==> src/rtl/dct_ft_stream.sv <==
// dct_ft_stream: 8-point fixed-point lifting transform in an
// 8-register valid/ready pipeline with per-lane output saturation.
module dct_ft_stream #(
  parameter int W_I   = 8,
  parameter int W_O   = 16,
  parameter int FRAC  = 3,
  parameter int W_TAG = 1
) (
  input  logic                clk,
  input  logic                rst_n,
  input  logic                in_valid,
  output logic                in_ready,
  input  logic [7:0][W_I-1:0] in_data,
  input  logic [W_TAG-1:0]    in_tag,
  output logic                out_valid,
  input  logic                out_ready,
  output logic [7:0][W_O-1:0] out_data,
  output logic [W_TAG-1:0]    out_tag,
  output logic [7:0]          out_sat
);

  localparam int W_INT = W_I + 4 + FRAC;
  localparam int NS    = 7;

  typedef logic signed [W_INT-1:0] smp_t;

  smp_t                st_q [NS][8];
  smp_t                st_d [NS][8];
  logic [NS-1:0]       vld_q;
  logic [W_TAG-1:0]    tag_q [NS];
  logic                out_valid_q;
  logic [W_TAG-1:0]    out_tag_q;
  logic [7:0][W_O-1:0] out_data_q;
  logic [7:0][W_O-1:0] out_data_d;
  logic [7:0]          out_sat_q;
  logic [7:0]          out_sat_d;
  logic                en;

  // Round to the integer grid, ties away from zero.
  function automatic smp_t rnd(input smp_t v);
    logic inc;
    smp_t fl;
    inc = v[W_INT-1] ? (v[FRAC-1] & (|v[FRAC-2:0]))
                     : v[FRAC-1];
    fl  = v >>> FRAC;
    return (fl + smp_t'(inc)) <<< FRAC;
  endfunction

  function automatic smp_t m38(input smp_t v);
    return (v >>> 3) + (v >>> 2);
  endfunction

  function automatic smp_t m58(input smp_t v);
    return (v >>> 3) + (v >>> 1);
  endfunction

  function automatic smp_t m78(input smp_t v);
    return (v >>> 3) + (v >>> 2) + (v >>> 1);
  endfunction

  function automatic logic [W_O:0] sat_f(input smp_t v);
    int iv;
    int mx;
    int mn;
    iv = int'(v >>> FRAC);
    mx = (1 <<< (W_O - 1)) - 1;
    mn = -mx - 1;
    if (iv > mx) return {1'b1, mx[W_O-1:0]};
    if (iv < mn) return {1'b1, mn[W_O-1:0]};
    return {1'b0, iv[W_O-1:0]};
  endfunction

  assign en        = !rst_n || !out_valid_q || out_ready;
  assign in_ready  = en;
  assign out_valid = out_valid_q;
  assign out_tag   = out_tag_q;
  assign out_data  = out_data_q;
  assign out_sat   = out_sat_q;

  always_comb begin
    for (int l = 0; l < 8; l++) begin
      st_d[0][l] = smp_t'($signed(in_data[l])) <<< FRAC;
      for (int s = 1; s < NS; s++) begin
        st_d[s][l] = st_q[s-1][l];
      end
    end

    for (int i = 0; i < 4; i++) begin
      st_d[1][i]   = st_q[0][i] + st_q[0][7-i];
      st_d[1][4+i] = st_q[0][3-i] - st_q[0][4+i];
    end

    st_d[2][6] = st_q[1][6] + rnd(m38(st_q[1][5]));

    st_d[3][5] = rnd(m58(st_q[2][6])) - st_q[2][5];

    st_d[4][0] = st_q[3][0] + st_q[3][3];
    st_d[4][1] = st_q[3][1] + st_q[3][2];
    st_d[4][2] = st_q[3][1] - st_q[3][2];
    st_d[4][3] = st_q[3][0] - st_q[3][3];
    st_d[4][4] = st_q[3][4] + st_q[3][5];
    st_d[4][5] = st_q[3][4] - st_q[3][5];
    st_d[4][6] = st_q[3][7] - st_q[3][6];
    st_d[4][7] = st_q[3][7] + st_q[3][6];

    st_d[5][0] = st_q[4][0] + st_q[4][1];
    st_d[5][2] = st_q[4][2] - rnd(m38(st_q[4][3]));
    st_d[5][5] = st_q[4][5] + rnd(m78(st_q[4][6]));

    st_d[6][1] = rnd(st_q[5][0] >>> 1) - st_q[5][1];
    st_d[6][3] = st_q[5][3] + rnd(m38(st_q[5][2]));
    st_d[6][4] = st_q[5][4] - rnd(st_q[5][7] >>> 3);
    st_d[6][6] = st_q[5][6] - rnd(st_q[5][5] >>> 1);

    for (int l = 0; l < 8; l++) begin
      {out_sat_d[l], out_data_d[l]} = sat_f(st_q[6][l]);
    end
  end

  always_ff @(posedge clk) begin
    if (!rst_n) begin
      for (int s = 0; s < NS; s++) begin
        tag_q[s] <= '0;
        for (int l = 0; l < 8; l++) begin
          st_q[s][l] <= '0;
        end
      end
      vld_q       <= '0;
      out_valid_q <= 1'b0;
      out_tag_q   <= '0;
      out_data_q  <= '0;
      out_sat_q   <= '0;
    end else if (en) begin
      st_q     <= st_d;
      vld_q    <= {vld_q[NS-2:0], in_valid};
      tag_q[0] <= in_tag;
      for (int s = 1; s < NS; s++) begin
        tag_q[s] <= tag_q[s-1];
      end
      out_valid_q <= vld_q[NS-1];
      out_tag_q   <= tag_q[NS-1];
      out_data_q  <= out_data_d;
      out_sat_q   <= out_sat_d;
    end
  end

endmodule

==> config.mk <==
export PLATFORM = sky130hd
export DESIGN_NAME = dct_ft_stream
export DESIGN_NICKNAME = d
export VERILOG_FILES = /design/src/rtl/dct_ft_stream.sv
export SDC_FILE = /design/constraint.sdc
export NUM_CORES = 1
export LEC_CHECK = 0
export ABC_AREA = 1
export BUFFER_PORTS_ARGS = -buffer_cell sky130_fd_sc_hd__buf_2
export CORE_ASPECT_RATIO = 1.25
export CORE_UTILIZATION = 58
export CTS_BUF_LIST = sky130_fd_sc_hd__clkbuf_2 sky130_fd_sc_hd__clkbuf_4 sky130_fd_sc_hd__clkbuf_8
export DETAILED_ROUTE_END_ITERATION = 8
export GPL_ROUTABILITY_DRIVEN = 0
export PLACE_DENSITY = 0.82
export SETUP_SLACK_MARGIN = 0.5
export SYNTH_ARGS = -nofsm -noshare
export SYNTH_HDL_FRONTEND = slang
export SYNTH_SLANG_ARGS = --single-unit
==> constraint.sdc <==
create_clock -name clk -period 8.3 [get_ports clk]
set_input_delay 1.245 -clock clk [delete_from_list [all_inputs] [get_ports clk]]
set_output_delay 1.245 -clock clk [all_outputs]
set_load 0.05 [all_outputs]
# --- Word-level counts from Yosys, hierarchy flattened ---
# Memory sizes are Yosys's and may differ from the RTL's. A register that Yosys moved wholly into a read port is not among the register bits.
# Index checks and enable logic that the tools add are counted.
# Widths: inputs -> output; s select.
word_totals:
  ff_bits: 922
  ram_bits: 7
  inputBits: 69
  output_inout_bits: 139
  wordCells: 226
  n_memories: 1
mem_list:
  columns: ["name", "words", "width", "read_ports", "rd_ports_with_merged_regs", "write_ports", "line", "rtl"]
  rows:
  - ["tag_q", 7, 1, 7, 1, 7, "30", "logic [W_TAG-1:0] tag_q [NS];"]
op_classes:
  add_sub_neg: 39
  n_lt_le_gt_ge: 16
  muxes: 75
  n_bitwise: 15
  reduce_logical: 13
ops:
  columns: ["op", "count"]
  rows:
  - ["$mux 17", 32]
  - ["$gt 12x16->1 const B", 8]
  - ["$lt 12x16->1 const B", 8]
  - ["$add 15x15->15", 8]
  - ["$sub 15x15->15", 7]
  - ["$add 11x11->12", 4]
  - ["$add 11x2->12", 4]
  - ["$sub 11x11->12", 4]
  - ["$mux 1", 43]
  - ["$add 12x13->14", 3]
  - ["$add 12x2->12", 2]
  - ["$reduce_or 2->1", 8]
  - ["$add 12x14->15", 1]
  - ["$add 14x14->15", 1]
  - ["$sub 15x12->15", 1]
  - ["$sub 15x13->15", 1]
  - ["$add 9x10->11", 1]
  - ["$add 9x2->10", 1]
  - ["$add 8x2->9", 1]
  - ["$and 1x1->1", 8]
  - ["$or 1x1->1", 7]
  - ["$logic_not 1->1", 3]
  - ["$logic_or 1x1->1", 2]

# --- Logic depth before layout (Yosys ltp) ---
# Gate-level depths: netlist (run 1).
logic_depth:
  word_depth: 7
  depth_mapped: 28
  depth_no_buf: 28

# --- Least setup slack after synthesis (run 1) ---
# OpenSTA, ideal clock, no wires.
synth_timing:
  path_type: "in2out"
  startpoint: "input port out_ready"
  endpoint: "output port in_ready"
  arrival_time_ns: 2.553
  slack_ns: 4.502
  cell_stages: 5
  cell_sequence: "nor2_1 -> clkbuf_1 -> clkbuf_1 -> clkbuf_1 -> nand2_1"
synth_between:
  elab_chain_cells: 1
synth_lines:
  columns: ["item", "line", "rtl"]
  rows:
  - ["from (decl)", "16", "input logic out_ready,"]
  - ["$logic_or 1x1->1", "73", "assign en = !rst_n || !out_valid_q || out_ready;"]
  - ["to (decl)", "12", "output logic in_ready,"]
# No other way between the ends.

# --- Final worst setup path (run 1) ---
# Same ends and word-level chain as after synthesis.

==> flow_summary.ini, run 1 <==
[synthesis]
yosys.area.top_type = dfxtp_1
synth_top_area_share_pct = 37.2
ys.flop_type = dfxtp_1
async_flop_share_pct = 0
seq_area_frac_synth_pct = 37.4
synth.most_common_cell = inv_1
synth_common_cells = inv_1, nand2_1, dfxtp_1, o21ai_0, a21oi_1
syn_inst = 4826
syn_area_per_cell_sq_um = 7.59
synth.area.top_cells = dfxtp_1, ha_1, inv_1
syn_area_sq_mm = 0.0366
synth.distinct_cells = 52
synth-seq-cells = 683
yosysWarningCount = 0
synth_edf_count = 2

[grt]
grt_max_degree = 187
grt_overflow_total = 0
grt_antenna_before_repair = 1
grt_pass1_vias = 29300
grt_pass1_wl_mm = 140
grtUsageTotal_pct = 26.4

[place]
port_buffers = 199
post-place-ws_ps = 3720
dp_cells = 5659
dp_hpwl_mm = 61.7
dpl-instance-area_sq_mm = 0.0379

[detailed_routing]
wl_mm = 86.5
vias_per_cell = 5.32
drtAntennaViolNets = 0
drtIter0Drc = 1932
drc = 0
vias = 31100
dr.pass1.iters = 6
wire_per_inst_um = 14.8

[clocking]
clk_pin_slew_ps = 60
holdBufCountCts = 0
cts_buffers = 103
cts_sinks = 683
cts_root_buf = clkbuf_8
cts_max_level = 3
clock_path_buffers = 3
cts-resized-gates = 0
cts_tree = done
clock_latency_ps = 730
cts_setup_buffers = 0

[timing]
finalHoldViolCount = 0
skew_ps = 38.9
setup_slack_ps = 3840
grt_setup_unrepaired = no
maxSlewViolCount = 0
tightest_slew_ps = 1060
finalCritPeriodShare_pct = 53.7
final-setup-viol-count = 0
fmax_mhz = 224
fin_crit_ps = 4460
setup_tns_ps = 0
max-slew-margin-rel_pct = 29.4

[power_and_ir_drop]
leakage_nw = 20.0
power_density_mw_per_mm2 = 313
ir_drop_mv = 0.185

[final_layout]
finish.utilization_pct = 64.5
final_cells = 5844
drive_above_1_share_pct = 8.48
postLayoutCellArea_sq_mm = 0.0401
layout.nets = 5349
syn2layout_area_growth_pct = 9.54

[setup_path]
cp-end-kind = output port
required_ps = 7050
crit_path_start_kind = input pin
critPathMaxFanout = 81
arrival_ps = 3210
worstSetupPathType = input pin to output port

[floorplan]
core-area_sq_mm = 0.0622
io_pins = 208
initial_core_util_pct = 58.9
chipWidth_um = 227
dieHeight_um = 283
die_area_sq_mm = 0.0641
rows = 102

[job]
maxCapViolations = 0

[status]
status = completed

[hold_path]
hp-class = register to register
power by group:
part           switching (W)  internal [W]
logic                0.00350       0.00201
clock network        0.00132       0.00163
registers           0.000324       0.00379
total                0.00515       0.00742
stage by stage:
| step | total power (W) | hold slack, ps |
|---|---|---|
| after floorplan | 0.00842 | 423 |
| after global placement | 0.00942 | 434 |
| after detailed placement | 0.00959 | 440 |
| after CTS | 0.0126 | 451 |
| after global routing | 0.0135 | 465 |
| final | 0.0126 | 451 |
sequential cells by signal (all words and copies together), names as in the netlist:
signal and count:
out_tag 1, vld_q 7, out_data 104, out_valid 1
tag_q 7, st_q 335, st_d 228
area by class of cell:
class | count | area (sq um)
Clock inverter | 31 | 277
Clock buffer | 153 | 1970
Fill cell | 5210 | 22000
Antenna cell | 1 | 2.50
Tap cell | 832 | 1040
Sequential cell | 683 | 13700
Multi-Input combinational cell | 2997 | 18500
Timing Repair Buffer | 212 | 1110
Inverter | 935 | 3530
layer usage:
metal,wire length [um],GRT usage (%),up-vias
met3,4210,3.24,190
met4,2810,10.1,0
li1,-,-,15800
met2,41800,46.4,849
met1,37700,32.6,14300
met5,0,0,-
cells in the final DEF, fill, tap and decap left out, types with 12 or more instances in the layout:
cell type and n:
inv_1 931, nand2_1 782, dfxtp_1 681, o21ai_0 509, a21oi_1 343, ha_1 308, o22ai_1 204, buf_2 199
xor2_1 194, nor2_1 168, clkbuf_8 132, nand3_1 120, xnor2_1 55, fa_1 40, nand4_1 35, a22o_1 35
nor3_1 33, o21bai_1 24, a31oi_1 21, clkbuf_4 21, clkinv_2 19, a21o_1 18, o211ai_1 18, buf_4 12
cell families (layout without fill, tap and decap cells):
| kind of cell | Yosys count | in the layout | synth area share [%] |
|---|---|---|---|
| adder cells (fa/ha/maj) | 348 | 348 | 12.7 |
| buffers and inverters | 1153 | 1331 | 12.2 |
| flip-flops | 683 | 683 | 37.4 |
| AND/OR/NAND/NOR | 1179 | 1179 | 13.2 |
| other | 1 | 9 | 0.0102 |
| XOR/XNOR | 251 | 251 | 6.05 |
| AO/OA/AOI/OAI | 1211 | 1211 | 18.4 |
path summary, 6_finish.rpt:
kind                              from                        end  slack, ps  depth (start not counted)
max reg2reg     st_d[139]$_SDFFE_PN0N_      st_d[42]$_SDFFE_PN0N_       4130                         26
min          out_data[97]$_SDFFE_PN0N_  out_data[97]$_SDFFE_PN0N_        450                          2
max                          out_ready                   in_ready       3840                          5
min reg2reg  out_data[97]$_SDFFE_PN0N_  out_data[97]$_SDFFE_PN0N_        450                          2
critical path, stage by stage:
cell and delay [ps]:
buf_2 110, nor2_4 490, buf_4 850, nand2_1 170, buf_2 270
Note: power is estimated with default switching activity, not from simulation.
==> run 2, diff against run 1 <==
==> constraint.sdc (replaced) <==
create_clock -name clk -period 4.57 [get_ports clk]
set_input_delay 0.6855 -clock clk [delete_from_list [all_inputs] [get_ports clk]]
set_output_delay 0.6855 -clock clk [all_outputs]
set_load 0.05 [all_outputs]
==> run 2 against run 1 <==
Against the previous run:
- setup slack worse by 3300 ps
- register-to-register slack worse by 3600 ps
- clock power grew 87%
- sequential cell count is the same
- utilization up 0.58 points
- routed wire length up 1.4%
- via count rose by 1.0%
- combinational power rose by 94%
==> flow_summary.ini, run 2 (synthesis gave the netlist of run 1 again) <==
[timing]
skew_ps = 48.0
hold_ws_ps = 140
fin_crit_ps = 4040
grt_setup_unrepaired = yes
tightest_slew_ps = 1030
setup_tns_ps = 0
maxSlewViolCount = 0
finalCritPeriodShare_pct = 88.5
fmax_mhz = 247
final-setup-viol-count = 0
finalHoldViolCount = 0
max-slew-margin-rel_pct = 31.4

[final_layout]
fillers = 5159
top_register = st_q
multi_input_area_sq_mm = 0.0186
largest_reg_flops = 335
postLayoutCellArea_sq_mm = 0.0405
final_cell_mix = inv_1, nand2_1, dfxtp_1
syn2layout_area_growth_pct = 10.5
seqCellArea_sq_mm = 0.0137
drive_above_1_share_pct = 9.42
layout.nets = 5359
final_common_cell = inv_1

[place]
dp_hpwl_mm = 62.2
port_buffers = 199
dpl-instance-area_sq_mm = 0.0380

[detailed_routing]
wl_mm = 87.7
wire_per_inst_um = 15.0
dr.pass1.iters = 8
vias = 31400
drtAntennaViolNets = 0
drc = 0
drtIter0Drc = 2142
vias_per_cell = 5.37

[power_and_ir_drop]
ir_drop_mv = 0.394
power.total_w = 0.0237
power_density_mw_per_mm2 = 587
leakage_nw = 20.1

[job]
maxCapViolations = 0

[setup_path]
critPathMaxFanout = 5
worstSetupPathType = register to register
cp-end-kind = register
arrival_ps = 4680
required_ps = 5210
crit_path_start_kind = register

[grt]
grt_antenna_before_repair = 1
grt_pass1_vias = 29500
grt_pass1_wl_mm = 142
grt_max_degree = 229
grtUsageTotal_pct = 26.8
grt_overflow_total = 0

[floorplan]
core-area_sq_mm = 0.0622
initial_core_util_pct = 58.9
chipWidth_um = 227
dieHeight_um = 283
die_area_sq_mm = 0.0641
rows = 102
io_pins = 208

[clocking]
cts_tree = done
clock_latency_ps = 750
cts_buffers = 102
cts_root_buf = clkbuf_8
cts_sinks = 683
cts_max_level = 3
holdBufCountCts = 0
clk_pin_slew_ps = 60
clock_path_buffers = 3

[hold_path]
hp-class = input pin to register

[status]
status = completed
run 2: cell count changes in the layout (fill, tap and decap cells not counted), sizes merged:
cell,delta
buf,+11
clkbuf,+2
bufinv,+3
clkinvlp,-1
inv,-2
clkinv,-1
run 2: layout make-up:
cell class | count | share of cell area [%]
well taps | 832 | 2.57
multi-input cells | 2997 | 46.0
clock inverters | 30 | 0.921
diodes | 1 | 0.00618
flip-flops and latches | 683 | 33.9
inverters | 935 | 8.72
repair buffers | 223 | 3.09
clock buffers | 155 | 4.82
run 2: power by group:
| part | leakage (nW) | switching [W] | internal [W] |
|---|---|---|---|
| Sequential | 5.62 | 0.000597 | 0.00688 |
| Combinational | 13.2 | 0.00680 | 0.00393 |
| Clock | 1.23 | 0.00243 | 0.00310 |
run 2: repair_timing:
action / 4_1_cts / 5_1_grt
resized for setup: 3 / 44
setup endpoints to repair: 3 / 8
pin swaps: 0 / 16
buffers inserted: 1 / 4
run 2: worst paths after layout:
kind                                             endpoint              startpoint  depth (start not counted)  slack, ps
worst max-delay path                st_d[43]$_SDFFE_PN0N_  st_d[139]$_SDFFE_PN0N_                         22        530
worst min-delay path               st_q[725]$_SDFFE_PN0N_             in_data[58]                          3        140
worst max register to register      st_d[43]$_SDFFE_PN0N_  st_d[139]$_SDFFE_PN0N_                         22        530
worst min register to register  out_data[64]$_SDFFE_PN0N_   st_q[48]$_SDFFE_PN0N_                          2        440
run 2: metal layers:
layer	wire length (um)	GRT usage (%)	vias to the layer above	share of wire, %
met5	0	0	-	0
met4	3080	10.8	0	3.5
met3	5100	3.52	191	5.8
met2	41500	46.3	988	47
met1	38000	33.4	14500	43
li1	-	-	15800	-
run 2: critical path, stage by stage (launching register included):
cell and delay, ps:
dfxtp_4 360, fa_1 540, ha_2 190, inv_2 50
fa_2 430, inv_1 70, ha_1 160, nand4_1 160
nor2_2 170, nand3_2 120, nor2_4 130, nand3_1 100
xor2_1 160, ha_2 390, nand2_4 80, nor3_4 210
nand3_1 120, o2111ai_2 100, nand2_1 80, inv_1 50
o21ai_0 60, o211ai_1 140, inv_1 50
run 2: per-stage QoR:
stage	cells	worst slack, ps	utilization (%)
detailed placement	5665	404	61.1
global placement	5665	568	61.1
global route	5856	276	65.1
CTS	5851	492	64.8
floorplan	4833	872	-
finish	5856	528	65.1
